## src/rtl/wb_port_arbiter_pkg.sv

```systemverilog
// Shared types and constants for the writeback-port arbiter: payload layout,
// requester indices and the round-robin pointer helper.
package wb_port_arbiter_pkg;

    localparam int WORD_SIZE  = 32;
    localparam int ROB_ID_W   = 7;
    localparam int NUM_WB_REQ = 3;
    localparam int REQ_ALU    = 0;
    localparam int REQ_MEM    = 1;
    localparam int REQ_MUL    = 2;
    localparam int GRANT_W    = (NUM_WB_REQ > 1) ? $clog2(NUM_WB_REQ) : 1;

    typedef struct packed {
        logic [1:0]           instruction_type;
        logic [WORD_SIZE-1:0] pc;
        logic                 exception;
        logic [WORD_SIZE-1:0] virtual_addr_exc;
        logic [WORD_SIZE-1:0] result;
        logic [ROB_ID_W-1:0]  rob_id;
    } wb_payload_t;

    function automatic logic [GRANT_W-1:0] rr_next(input logic [GRANT_W-1:0] idx);
        return (idx == GRANT_W'(NUM_WB_REQ - 1)) ? '0 : idx + 1'b1;
    endfunction

endpackage

```

## src/rtl/wb_port_arbiter_if.sv

```systemverilog
// Requester-side payload bus and ROB write port of the writeback arbiter.
// The arbiter uses the slave modport; pipes and ROB together form the master side.
interface wb_port_arbiter_if;
    import wb_port_arbiter_pkg::*;

    logic [NUM_WB_REQ-1:0]           in_valid;
    logic [NUM_WB_REQ-1:0]           in_ready;
    logic [2*NUM_WB_REQ-1:0]         in_instruction_type;
    logic [WORD_SIZE*NUM_WB_REQ-1:0] in_pc;
    logic [NUM_WB_REQ-1:0]           in_exception;
    logic [WORD_SIZE*NUM_WB_REQ-1:0] in_virtual_addr_exc;
    logic [WORD_SIZE*NUM_WB_REQ-1:0] in_result;
    logic [ROB_ID_W*NUM_WB_REQ-1:0]  in_rob_id;

    logic                 out_valid;
    logic [1:0]           out_instruction_type;
    logic [WORD_SIZE-1:0] out_pc;
    logic                 out_exception;
    logic [WORD_SIZE-1:0] out_virtual_addr_exc;
    logic [WORD_SIZE-1:0] out_result;
    logic [ROB_ID_W-1:0]  out_rob_id;
    logic [GRANT_W-1:0]   out_grant_id;

    modport master (
        output in_valid, in_instruction_type, in_pc, in_exception,
               in_virtual_addr_exc, in_result, in_rob_id,
        input  in_ready, out_valid, out_instruction_type, out_pc, out_exception,
               out_virtual_addr_exc, out_result, out_rob_id, out_grant_id
    );

    modport slave (
        input  in_valid, in_instruction_type, in_pc, in_exception,
               in_virtual_addr_exc, in_result, in_rob_id,
        output in_ready, out_valid, out_instruction_type, out_pc, out_exception,
               out_virtual_addr_exc, out_result, out_rob_id, out_grant_id
    );

endinterface

```

## src/rtl/wb_port_arbiter_rr_arbiter.sv

```systemverilog
// Combinational round-robin picker: first asserted request at or after i_ptr,
// wrapping modulo N. The pointer register is owned by the caller.
module rr_arbiter #(
    parameter int N     = 3,
    parameter int IDX_W = (N > 1) ? $clog2(N) : 1
) (
    input  logic [N-1:0]     i_req,
    input  logic [IDX_W-1:0] i_ptr,
    output logic [N-1:0]     o_grant,
    output logic [IDX_W-1:0] o_grant_idx,
    output logic             o_any_grant
);

    always_comb begin
        int j;
        j           = 0;
        o_grant     = '0;
        o_grant_idx = '0;
        o_any_grant = 1'b0;
        for (int k = 0; k < N; k++) begin
            j = int'(i_ptr) + k;
            if (j >= N) j = j - N;
            if (!o_any_grant && i_req[j]) begin
                o_grant[j]  = 1'b1;
                o_grant_idx = IDX_W'(j);
                o_any_grant = 1'b1;
            end
        end
    end

endmodule

```

## src/rtl/wb_port_arbiter.sv

```systemverilog
// Shares the single ROB writeback port among the ALU/MEM/MUL pipes using a
// one-entry buffer per pipe, round-robin selection and a registered output.
module wb_port_arbiter
    import wb_port_arbiter_pkg::*;
(
    input  logic             clk,
    input  logic             reset,
    input  logic             flush,
    wb_port_arbiter_if.slave wb
);

    wb_payload_t           w_in_pl [NUM_WB_REQ];
    wb_payload_t           r_buf   [NUM_WB_REQ];
    logic [NUM_WB_REQ-1:0] r_buf_valid;
    logic [GRANT_W-1:0]    r_rr_ptr;
    logic [NUM_WB_REQ-1:0] w_grant;
    logic [GRANT_W-1:0]    w_grant_idx;
    logic                  w_any_grant;
    logic [NUM_WB_REQ-1:0] w_in_ready;
    logic [NUM_WB_REQ-1:0] w_accept;
    wb_payload_t           r_out;
    logic                  r_out_valid;
    logic [GRANT_W-1:0]    r_grant_id;

    always_comb begin
        for (int i = 0; i < NUM_WB_REQ; i++) begin
            w_in_pl[i].instruction_type = wb.in_instruction_type[2*i +: 2];
            w_in_pl[i].pc               = wb.in_pc[WORD_SIZE*i +: WORD_SIZE];
            w_in_pl[i].exception        = wb.in_exception[i];
            w_in_pl[i].virtual_addr_exc = wb.in_virtual_addr_exc[WORD_SIZE*i +: WORD_SIZE];
            w_in_pl[i].result           = wb.in_result[WORD_SIZE*i +: WORD_SIZE];
            w_in_pl[i].rob_id           = wb.in_rob_id[ROB_ID_W*i +: ROB_ID_W];
        end
    end

    rr_arbiter #(.N(NUM_WB_REQ), .IDX_W(GRANT_W)) u_rr_arbiter (
        .i_req       (r_buf_valid),
        .i_ptr       (r_rr_ptr),
        .o_grant     (w_grant),
        .o_grant_idx (w_grant_idx),
        .o_any_grant (w_any_grant)
    );

    // A granted slot drains this edge, so it may be refilled in the same cycle.
    assign w_in_ready = (reset || flush) ? '0 : (~r_buf_valid | w_grant);
    assign w_accept   = wb.in_valid & w_in_ready;

    always_ff @(posedge clk) begin
        for (int i = 0; i < NUM_WB_REQ; i++) begin
            if (w_accept[i]) r_buf[i] <= w_in_pl[i];
        end
    end

    always_ff @(posedge clk) begin
        if (reset) begin
            r_buf_valid <= '0;
            r_rr_ptr    <= '0;
            r_out_valid <= 1'b0;
            r_out       <= '0;
            r_grant_id  <= '0;
        end else if (flush) begin
            r_buf_valid <= '0;
            r_out_valid <= 1'b0;
        end else begin
            r_buf_valid <= (r_buf_valid & ~w_grant) | w_accept;
            r_out_valid <= w_any_grant;
            if (w_any_grant) begin
                r_out      <= r_buf[w_grant_idx];
                r_grant_id <= w_grant_idx;
                r_rr_ptr   <= rr_next(w_grant_idx);
            end
        end
    end

    assign wb.in_ready             = w_in_ready;
    assign wb.out_valid            = r_out_valid;
    assign wb.out_instruction_type = r_out.instruction_type;
    assign wb.out_pc               = r_out.pc;
    assign wb.out_exception        = r_out.exception;
    assign wb.out_virtual_addr_exc = r_out.virtual_addr_exc;
    assign wb.out_result           = r_out.result;
    assign wb.out_rob_id           = r_out.rob_id;
    assign wb.out_grant_id         = r_grant_id;

endmodule

```

## src/flat_wrapper.sv

```systemverilog
// flat-port wrapper written by rule: the top's interface ports become plain ports
module wb_port_arbiter_flat import wb_port_arbiter_pkg::*;
  (clk, reset, flush, wb_in_valid, wb_in_instruction_type, wb_in_pc, wb_in_exception, wb_in_virtual_addr_exc, wb_in_result, wb_in_rob_id, wb_in_ready, wb_out_valid, wb_out_instruction_type, wb_out_pc, wb_out_exception, wb_out_virtual_addr_exc, wb_out_result, wb_out_rob_id, wb_out_grant_id);
  wb_port_arbiter_if wb_i ();
  input  logic clk;
  input  logic reset;
  input  logic flush;
  input wire logic [$bits(wb_i.in_valid)-1:0] wb_in_valid;
  input wire logic [$bits(wb_i.in_instruction_type)-1:0] wb_in_instruction_type;
  input wire logic [$bits(wb_i.in_pc)-1:0] wb_in_pc;
  input wire logic [$bits(wb_i.in_exception)-1:0] wb_in_exception;
  input wire logic [$bits(wb_i.in_virtual_addr_exc)-1:0] wb_in_virtual_addr_exc;
  input wire logic [$bits(wb_i.in_result)-1:0] wb_in_result;
  input wire logic [$bits(wb_i.in_rob_id)-1:0] wb_in_rob_id;
  output wire logic [$bits(wb_i.in_ready)-1:0] wb_in_ready;
  output wire logic [$bits(wb_i.out_valid)-1:0] wb_out_valid;
  output wire logic [$bits(wb_i.out_instruction_type)-1:0] wb_out_instruction_type;
  output wire logic [$bits(wb_i.out_pc)-1:0] wb_out_pc;
  output wire logic [$bits(wb_i.out_exception)-1:0] wb_out_exception;
  output wire logic [$bits(wb_i.out_virtual_addr_exc)-1:0] wb_out_virtual_addr_exc;
  output wire logic [$bits(wb_i.out_result)-1:0] wb_out_result;
  output wire logic [$bits(wb_i.out_rob_id)-1:0] wb_out_rob_id;
  output wire logic [$bits(wb_i.out_grant_id)-1:0] wb_out_grant_id;
  assign wb_i.in_valid = wb_in_valid;
  assign wb_i.in_instruction_type = wb_in_instruction_type;
  assign wb_i.in_pc = wb_in_pc;
  assign wb_i.in_exception = wb_in_exception;
  assign wb_i.in_virtual_addr_exc = wb_in_virtual_addr_exc;
  assign wb_i.in_result = wb_in_result;
  assign wb_i.in_rob_id = wb_in_rob_id;
  assign wb_in_ready = wb_i.in_ready;
  assign wb_out_valid = wb_i.out_valid;
  assign wb_out_instruction_type = wb_i.out_instruction_type;
  assign wb_out_pc = wb_i.out_pc;
  assign wb_out_exception = wb_i.out_exception;
  assign wb_out_virtual_addr_exc = wb_i.out_virtual_addr_exc;
  assign wb_out_result = wb_i.out_result;
  assign wb_out_rob_id = wb_i.out_rob_id;
  assign wb_out_grant_id = wb_i.out_grant_id;
  wb_port_arbiter u_core (.clk(clk), .reset(reset), .flush(flush), .wb(wb_i));
endmodule
```

## config.mk

```make
export PLATFORM = sky130hd
export DESIGN_NAME = wb_port_arbiter_flat
export DESIGN_NICKNAME = d
export VERILOG_FILES = /design/src/rtl/wb_port_arbiter_pkg.sv /design/src/rtl/wb_port_arbiter_if.sv /design/src/rtl/wb_port_arbiter_rr_arbiter.sv /design/src/rtl/wb_port_arbiter.sv /design/src/flat_wrapper.sv
export SDC_FILE = /design/constraint.sdc
export NUM_CORES = 1
export LEC_CHECK = 0
export CAP_MARGIN = 5
export CORE_MARGIN = 4
export CORE_UTILIZATION = 35
export CTS_BUF_LIST = sky130_fd_sc_hd__clkbuf_4 sky130_fd_sc_hd__clkbuf_8
export DETAILED_ROUTE_END_ITERATION = 8
export GPL_TIMING_DRIVEN = 0
export PLACE_DENSITY = 0.59
export SYNTH_ARGS = -nofsm -noshare
export SYNTH_HDL_FRONTEND = slang
export SYNTH_SLANG_ARGS = --single-unit
```

## constraint.sdc

```tcl
create_clock -name clk -period 17.78 [get_ports clk]
set_clock_uncertainty 0.15 [all_clocks]
set_input_delay 3.556 -clock clk [delete_from_list [all_inputs] [get_ports clk]]
set_output_delay 3.556 -clock clk [all_outputs]
set_load 0.05 [all_outputs]
```

==> flow_summary.json, run 1 <==
{
  "ys_async_sr_fraction_pct": 0,
  "synth-seq-cells": 432,
  "dieArea_sq_um": 51900,
  "final_util_pct": 50.00,
  "crit_path_frequent_cell": "clkdlybuf4s50_1",
  "fin_cells": 2302,
  "root_buffer": "clkbuf_8",
  "rsz0062_at_grt": "false",
  "htreeDepth": 3,
  "yosysSeqAreaShare_pct": 69.97,
  "swShare_pct": 29.43,
  "place_congestion": 0.7925,
  "dp.final_hpwl_um": 38660,
  "grt_first_pass_wirelength_um": 80120,
  "slew_headroom_pct": 28.20,
  "portBuffers": 435,
  "start_kind": "input pin",
  "syn_area_sq_um": 16910,
  "fin_area_sq_um": 23870,
  "r2r_slack_ps": 14060,
  "cts_setup_buffers": 0,
  "antenna_found_initial": 14,
  "min_to": "u_core.wb.out_grant_id[0]",
  "pwr-share-seq_pct": 43.7,
  "synthFlopType": "edfxtp_1",
  "grtUsageMet2_pct": 34.71,
  "hold_buffers": 0,
  "crit_path_max_incr_delay_ps": 880,
  "drt_pass1_iterations": 5,
  "fin_ws_ps": 8512,
  "synth_area_leaders": "edfxtp_1 56%, dfxtp_1 13%, a221oi_2 7.8%, a211oi_2 6.5%, nand3_1 2.6%",
  "crit_path_end_kind": "output pin",
  "nFillCells": 4180,
  "initial_utilization_pct": 35.42,
  "syn_inst": 1086,
  "regArea_sq_um": 11830,
  "postRouteAntennaNets": 0,
  "clockPowerShare_pct": 35.1,
  "worst_slew_pin_slew_ps": 1077,
  "p_switching_mw": 0.7915,
  "vias": 11701,
  "crit_type": "in2out",
  "p_leak_nw": 8.352,
  "holdWs_ps": 319.1,
  "grt-busiest-layer": "met2",
  "cts_tree": "yes",
  "post_cts_resized": 0,
  "holdCritPathClass": "reg2reg",
  "cpMaxStageDelayCell": "clkdlybuf4s50_1",
  "synth_nets": 1414,
  "place_area_sq_um": 22270,
  "cts_sinks": 432,
  "r2r_start": "u_core.r_rr_ptr[0]",
  "internal_power_mw": 1.898,
  "initialDrtViolationCount": 721,
  "synth_edf_count": 318,
  "grt_usage_pct": 20.52,
  "rr_worst_depth": 11,
  "ir_drop_mv": 0.05944,
  "use_met3_pct": 6.425,
  "hold_viol": 0,
  "cts_buffer_depth": 3,
  "numCtsBuffers": 77,
  "gr-total-overflow": 0,
  "hold_path.startpoint": "u_core.wb.out_grant_id[0]",
  "final_layout_size_suffix_gt1_share_pct": 23.69,
  "max_freq_mhz": 107.9,
  "drt-total-wl_um": 54810,
  "rows": 80,
  "area_growth_pct": 41.18,
  "timing.final.crit_share_pct": 52.13,
  "place_ws_ps": 8505,
  "synth.distinct_cells": 47,
  "hold_depth": 2,
  "multi_input_area_sq_um": 4347,
  "yosys_warnings": 0,
  "die_x_um": 227.8,
  "nNetsFinal": 1943,
  "ioPinCount": 436,
  "crit_arrival_ps": 5560,
  "status": "complete, no violations",
  "powerDensity_nw_per_um2": 112.7,
  "finalMaxSlewViolations": 0,
  "clock_latency_ps": 650,
  "vias_per_cell": 5.083,
  "remaining_drc_errors": 0,
  "combPwrFrac_pct": 21.2,
  "cts.reportedPaths.clkPinSlew_ps": 50,
  "r2r-end": "u_core.r_buf[1][35]",
  "cp_cell_sequence": "clkdlybuf4s50_1 -> or2_2 -> a21oi_1 -> clkdlybuf4s50_1",
  "wl_per_cell_um": 23.81,
  "fp.coreArea_sq_um": 47750,
  "required_ps": 14070,
  "chipHeight_um": 227.8,
  "grt_max_degree": 59,
  "fin_crit_ps": 9268,
  "setup_viol": 0,
  "cap_violations": 0,
  "synth_top_area_share_pct": 56.47,
  "use_met1_pct": 25.19,
  "crit_fanout": 5,
  "dp_cells": 2151,
  "synth_top_area_cell": "edfxtp_1",
  "syn_avg_cell_area_sq_um": 15.57,
  "grt_pass1_vias": 12441
}
[Yosys cell counts (2+ instances only)]
| cell type | number |
|---|---|
| a22o_1 | 2 |
| o211ai_1 | 2 |
| mux2i_1 | 4 |
| buf_6 | 13 |
| clkbuf_1 | 40 |
| nand2_1 | 9 |
| nor2b_1 | 4 |
| inv_1 | 44 |
| nand2b_1 | 2 |
| ha_1 | 4 |
| a211oi_2 | 88 |
| a221oi_2 | 88 |
| a21oi_1 | 6 |
| edfxtp_1 | 318 |
| nor2_1 | 92 |
| and2_1 | 2 |
| a22oi_1 | 2 |
| buf_4 | 21 |
| o22ai_1 | 19 |
| dfxtp_1 | 114 |
| nand3_1 | 89 |
| buf_2 | 25 |
| o21ai_2 | 2 |
| a31oi_1 | 55 |
| a221oi_1 | 18 |
| and3_1 | 2 |
[final cells by class]
| type | instances | share of cell area (%) |
|---|---|---|
| Antenna cell | 11 | 0.1153 |
| Buffer | 99 | 2.427 |
| Clock buffer | 118 | 5.990 |
| Clock inverter | 22 | 0.6079 |
| Inverter | 44 | 0.6918 |
| Multi-Input combinational cell | 511 | 18.21 |
| Sequential cell | 432 | 49.56 |
| Tap cell | 615 | 3.223 |
| Timing Repair Buffer | 450 | 19.18 |
[through the flow]
step | total power [mW] | TNS [ps]
floorplan | 1.538 | 0
global placement | 1.766 | -181810
detailed placement | 1.770 | 0
CTS | 2.726 | 0
global route | 2.803 | 0
finish | 2.690 | 0
[state kept, by name, indices dropped and copies added (netlist names)]
name,flops
u_core.r_buf,318
u_core.wb.out_exception,1
u_core.wb.out_pc,32
u_core.wb.out_rob_id,7
u_core.wb.out_valid,1
u_core.wb.out_result,32
u_core.r_rr_ptr,2
u_core.r_buf_valid,3
u_core.wb.out_instruction_type,2
u_core.wb.out_virtual_addr_exc,32
u_core.wb.out_grant_id,2
[layout by cell type, fill, tap and decap left out, types with 31 or more instances in the layout]
master           synthesis  routed
a31oi_1                 55      55
a211oi_2                88      88
dfxtp_1                114     114
clkbuf_1                40      40
clkdlybuf4s50_1          0     435
edfxtp_1               318     318
clkbuf_4                 0      31
clkbuf_8                 0      87
nand3_1                 89      89
a221oi_2                88      88
inv_1                   44      44
nor2_1                  92      92
[power groups by stage]
stage | clock, mW | combinational (mW) | sequential (mW)
final | 0.944 | 0.570 | 1.18
after global routing | 1.02 | 0.604 | 1.18
after CTS | 0.974 | 0.576 | 1.18
after detailed placement | 0 | 0.573 | 1.20
after global placement | 0 | 0.563 | 1.20
after floorplan | 0 | 0.218 | 1.32
[critical path, delay by kind of cell]
family	cells	cell delay (ps)
buf+inv	2	1380
simple gates	1	380
compound gates	1	240
[per-layer routing]
metal  part of all wire, %  routed length, um
met5                 0.033                 18
met4                   2.4               1311
met3                   7.0               3841
met2                    50              27170
met1                    41              22470
[how the worst max path moves through the flow]
stage	start	to	slack (ps)	depth (start not counted)
2_1_floorplan	flush	u_core.r_buf[2][0]	5320	2
3_3_place_gp	flush	u_core.r_buf[2][85]	-1730	3
6_report	flush	wb_in_ready[1]	8510	4
4_1_cts	flush	wb_in_ready[1]	8500	4
3_5_place_dp	flush	wb_in_ready[1]	8500	4
5_1_grt	flush	wb_in_ready[1]	8450	4
[logic make-up after synthesis]
family | Yosys count | synth area share, %
AO/OA/AOI/OAI | 297 | 19.47
adder cells (fa/ha/maj) | 4 | 0.2960
buffers and inverters | 143 | 4.402
flip-flops | 432 | 69.97
multiplexers | 5 | 0.3182
AND/OR/NAND/NOR | 205 | 5.549
Note: power is estimated with default switching activity, not from simulation.
==> run 2, diff against run 1 <==
--- a/config.mk
+++ b/config.mk
@@ -11,7 +11,7 @@
 export CTS_BUF_LIST = sky130_fd_sc_hd__clkbuf_4 sky130_fd_sc_hd__clkbuf_8
 export DETAILED_ROUTE_END_ITERATION = 8
 export GPL_TIMING_DRIVEN = 0
-export PLACE_DENSITY = 0.59
+export PLACE_DENSITY = 0.61
 export SYNTH_ARGS = -nofsm -noshare
 export SYNTH_HDL_FRONTEND = slang
 export SYNTH_SLANG_ARGS = --single-unit
==> constraint.sdc (replaced) <==
create_clock -name clk -period 7.5 [get_ports clk]
set_clock_uncertainty 0.15 [all_clocks]
set_input_delay 1.5 -clock clk [delete_from_list [all_inputs] [get_ports clk]]
set_output_delay 1.5 -clock clk [all_outputs]
set_load 0.05 [all_outputs]
==> flow_summary.json, run 2 (synthesis results as in run 1) <==
{
  "hold_depth": 2,
  "htreeDepth": 3,
  "clock_latency_ps": 650,
  "hold_viol": 0,
  "grtUsageMet2_pct": 34.05,
  "finalMaxSlewViolations": 0,
  "hold_buffers": 0,
  "crit_fanout": 10,
  "initial_utilization_pct": 35.42,
  "setup_viol": 0,
  "nFillCells": 4119,
  "startpoint": "u_core.r_rr_ptr[0]",
  "regMostFlops": "u_core.r_buf",
  "cts.reportedPaths.clkPinSlew_ps": 50,
  "antenna_found_initial": 16,
  "grt_pass1_vias": 12544,
  "powerDensity_nw_per_um2": 268.2,
  "root_buffer": "clkbuf_8",
  "vias_per_cell": 5.095,
  "post_cts_resized": 0,
  "fin_ws_ps": 2123,
  "final_common_cell": "clkdlybuf4s50_1",
  "r2r_start": "u_core.r_rr_ptr[0]",
  "place_ws_ps": 2322,
  "cts_sinks": 432,
  "max_freq_mhz": 186.0,
  "cts_setup_buffers": 0,
  "remaining_drc_errors": 0,
  "status": "complete, no violations",
  "crit_arrival_ps": 3730,
  "chipHeight_um": 227.8,
  "dieArea_sq_um": 51900,
  "drt-total-wl_um": 54220,
  "start_kind": "flip-flop",
  "fin_crit_ps": 5377,
  "nNetsFinal": 1939,
  "rsz0062_at_grt": "false",
  "ir_drop_mv": 0.1475,
  "postRouteAntennaNets": 0,
  "gr-total-overflow": 0,
  "final_layout_size_suffix_gt1_share_pct": 23.64,
  "cap_violations": 0,
  "use_met1_pct": 25.07,
  "wl_per_cell_um": 23.57,
  "cts_tree": "yes",
  "rr_worst_depth": 11,
  "crit_path_end_kind": "output pin",
  "p_leak_nw": 8.379,
  "hold_path.startpoint": "u_core.wb.out_grant_id[0]",
  "rows": 80,
  "ioPinCount": 436,
  "grt_first_pass_wirelength_um": 79810,
  "use_met3_pct": 6.500,
  "drt_pass1_iterations": 5,
  "largest_reg_flops": 318,
  "required_ps": 5850,
  "mostFrequentLayoutCells": "435 x clkdlybuf4s50_1, 318 x edfxtp_1, 114 x dfxtp_1",
  "initialDrtViolationCount": 656,
  "slew_headroom_pct": 29.37,
  "cts_buffer_depth": 3,
  "place_congestion": 0.7864,
  "dp.final_hpwl_um": 38570,
  "portBuffers": 435,
  "grt_usage_pct": 20.32,
  "die_x_um": 227.8,
  "fp.coreArea_sq_um": 47750,
  "holdCritPathClass": "reg2reg",
  "fin_area_sq_um": 23930,
  "area_growth_pct": 41.52,
  "vias": 11719,
  "place_area_sq_um": 22270,
  "numCtsBuffers": 78,
  "worst_slew_pin_slew_ps": 1060,
  "crit_type": "reg2out",
  "grt-busiest-layer": "met2",
  "timing.final.crit_share_pct": 71.70,
  "grt_max_degree": 57
}
[run 2: cell types whose count changed in the layout (fill, tap and decap cells not counted), moves of 2 or more]
cell,change
clkbuf_8,+8
buf_6,-10
buf_8,+2
clkinvlp_4,-2
inv_6,-2
buf_16,+2
[run 2: cell type report]
class	count	area (sq um)	share of cell area [%]
Antenna cell	10	25.02	0.1046
Multi-Input combinational cell	511	4353	18.19
Buffer	99	579.3	2.421
Clock inverter	17	88.84	0.3712
Clock buffer	127	1548	6.467
Tap cell	615	769.5	3.215
Sequential cell	432	11830	49.44
Inverter	44	165.2	0.6901
Timing Repair Buffer	445	4572	19.10
[run 2: worst paths after layout]
| path | endpoint | slack, ps |
|---|---|---|
| max | wb_in_ready[1] | 2120 |
| min | u_core.wb.out_grant_id[0] | 310 |
| max reg2reg | u_core.r_buf[1][89] | 3600 |
| min reg2reg | u_core.wb.out_grant_id[0] | 310 |
[run 2: worst max-delay path, cell delays in order (launching register included)]
cell and delay [ps]:
dfxtp_1 360, inv_1 90, ha_1 350, buf_2 250, o21bai_2 130, a31o_1 220, buf_2 280, buf_4 270
a21oi_1 270, clkdlybuf4s50_1 860
[run 2: metrics by stage]
stage               setup TNS, ps  hold slack (ps)  utilization, %  power, mW  cells
floorplan                       0            319.2               -      3.645   1086
global placement          -363970            298.8           46.16      4.182   2136
detailed placement              0            306.1           46.64      4.198   2146
CTS                             0            313.8           50.07      6.498   2290
global route                    0            334.4           50.12      6.683   2300
finish                          0            309.1           50.12      6.418   2300
[run 2: where the power goes]
group	switching [mW]	internal [mW]
clock	0.971	1.30
sequential	0.0741	2.72
combinational	0.821	0.531
[run 2: per-layer routing]
| metal | part of all wire [%] | up-vias | wire length [um] |
|---|---|---|---|
| met2 | 49 | 380 | 26790 |
| met4 | 2.4 | 12 | 1276 |
| li1 | - | 5385 | - |
| met5 | 0.15 | - | 83 |
| met3 | 6.6 | 90 | 3572 |
| met1 | 41 | 5852 | 22500 |
==> run 3, diff against run 2 <==
==> constraint.sdc (replaced) <==
create_clock -name clk -period 4.4 [get_ports clk]
set_clock_uncertainty 0.15 [all_clocks]
set_input_delay 0.88 -clock clk [delete_from_list [all_inputs] [get_ports clk]]
set_output_delay 0.88 -clock clk [all_outputs]
set_load 0.05 [all_outputs]
==> flow_summary.json, run 3 (synthesis results as in run 1) <==
{
  "required_ps": 3370,
  "drt_pass1_iterations": 5,
  "portBuffers": 435,
  "initial_utilization_pct": 35.42,
  "gr-total-overflow": 0,
  "root_buffer": "clkbuf_8",
  "cts.reportedPaths.clkPinSlew_ps": 60,
  "start_kind": "flip-flop",
  "cts_sinks": 432,
  "ioPinCount": 436,
  "place_congestion": 0.7950,
  "combPwrFrac_pct": 21.2,
  "max_freq_mhz": 238.9,
  "rsz0062_at_grt": "false",
  "worst_slew_pin_slew_ps": 1105,
  "fin_area_sq_um": 23970,
  "timing.final.crit_share_pct": 95.13,
  "p_switching_mw": 3.231,
  "rows": 80,
  "cap_violations": 0,
  "cts_tree": "yes",
  "crit_fanout": 10,
  "finalMaxSlewViolations": 0,
  "initialDrtViolationCount": 673,
  "htreeDepth": 3,
  "cts_buffer_depth": 3,
  "swShare_pct": 29.46,
  "slew_headroom_pct": 26.33,
  "area_growth_pct": 41.72,
  "clockPowerShare_pct": 35.4,
  "ir_drop_mv": 0.2427,
  "post_cts_resized": 1,
  "fin_tns_setup_ps": 0,
  "hold_viol": 0,
  "place_area_sq_um": 22330,
  "wl_per_cell_um": 23.99,
  "postRouteAntennaNets": 0,
  "grt_first_pass_wirelength_um": 80140,
  "die_x_um": 227.8,
  "grt_usage_pct": 20.53,
  "setup_viol": 0,
  "dieArea_sq_um": 51900,
  "regMostFlops": "u_core.r_buf",
  "grt_pass1_vias": 12449,
  "dp.final_hpwl_um": 38340,
  "fp.coreArea_sq_um": 47750,
  "wl_met2_um": 27250,
  "nNetsFinal": 1936,
  "antenna_found_initial": 13,
  "crit_path_end_kind": "output pin",
  "fin_total_pwr_mw": 10.97,
  "numCtsBuffers": 75,
  "met3_length_um": 3823,
  "crit_arrival_ps": 3160,
  "vias_per_cell": 5.091,
  "clock_latency_ps": 650,
  "cts_setup_buffers": 0,
  "powerDensity_nw_per_um2": 457.6,
  "m1WireLength_um": 22670,
  "final_layout_size_suffix_gt1_share_pct": 24.13,
  "largest_reg_flops": 318,
  "dp_cells": 2146,
  "drt-total-wl_um": 55050,
  "hold_buffers": 0,
  "fin_crit_ps": 4186,
  "grt_max_degree": 57,
  "fin_cells": 2295,
  "vias": 11684,
  "status": "complete, no violations",
  "remaining_drc_errors": 0,
  "dr.max_layer_used": "met5",
  "chipHeight_um": 227.8,
  "crit_type": "reg2out",
  "p_leak_nw": 8.384,
  "final_common_cell": "clkdlybuf4s50_1",
  "holdCritPathClass": "reg2reg",
  "mostFrequentLayoutCells": "433 x clkdlybuf4s50_1, 318 x edfxtp_1, 112 x dfxtp_1",
  "internal_power_mw": 7.736,
  "pwr-share-seq_pct": 43.4
}
[run 3: final timing paths]
path	start	endpoint	slack, ps	cells past startpoint
setup reg to reg	u_core.r_rr_ptr[1]	u_core.r_buf[2][74]	1010	11
setup / recovery	u_core.r_rr_ptr[1]	wb_in_ready[2]	210	9
hold / removal	u_core.wb.out_grant_id[0]	u_core.wb.out_grant_id[0]	320	2
hold reg to reg	u_core.wb.out_grant_id[0]	u_core.wb.out_grant_id[0]	320	2
[run 3: layout make-up]
class,count,area (sq um)
timing repair buffer,445,4564
inverter,44,165.2
clock inverter,22,198.9
tap,615,769.5
multi-input combinational,511,4394
fill,4058,23780
clock buffer,117,1416
antenna,10,25.02
sequential,432,11830
buffer,99,598.1
[run 3: worst max-delay path, stage by stage (launching register included)]
cell and delay (ps):
dfxtp_2 380, inv_2 70, ha_4 150, buf_6 130, mux2i_2 220, o21ai_2 150
clkbuf_8 190, o221a_4 240, nor2_1 140, clkdlybuf4s50_1 830
[run 3: per-layer routing]
layer	up-vias	GRT usage, %
met1	5826	25.45
li1	5384	-
met2	392	34.41
met3	76	6.599
met5	-	0
met4	6	6.335
[run 3: per-stage QoR]
| step | utilization (%) | hold WS (ps) | worst slack [ps] |
|---|---|---|---|
| global route | 50.18 | 340.0 | 67.19 |
| CTS | 50.14 | 323.7 | 36.02 |
| global placement | 46.31 | 300.2 | -2885 |
| detailed placement | 46.76 | 315.2 | 495.0 |
| finish | 50.19 | 319.3 | 214.3 |
| floorplan | - | 326.5 | -297.9 |
[run 3: power by group through the flow]
| stage | clock, mW | sequential [mW] | combinational (mW) |
|---|---|---|---|
| finish | 3.89 | 4.76 | 2.32 |
| global route | 4.18 | 4.77 | 2.46 |
| CTS | 3.99 | 4.75 | 2.35 |
| detailed placement | 0 | 4.83 | 2.34 |
| global placement | 0 | 4.84 | 2.30 |
| floorplan | 0 | 5.33 | 0.893 |
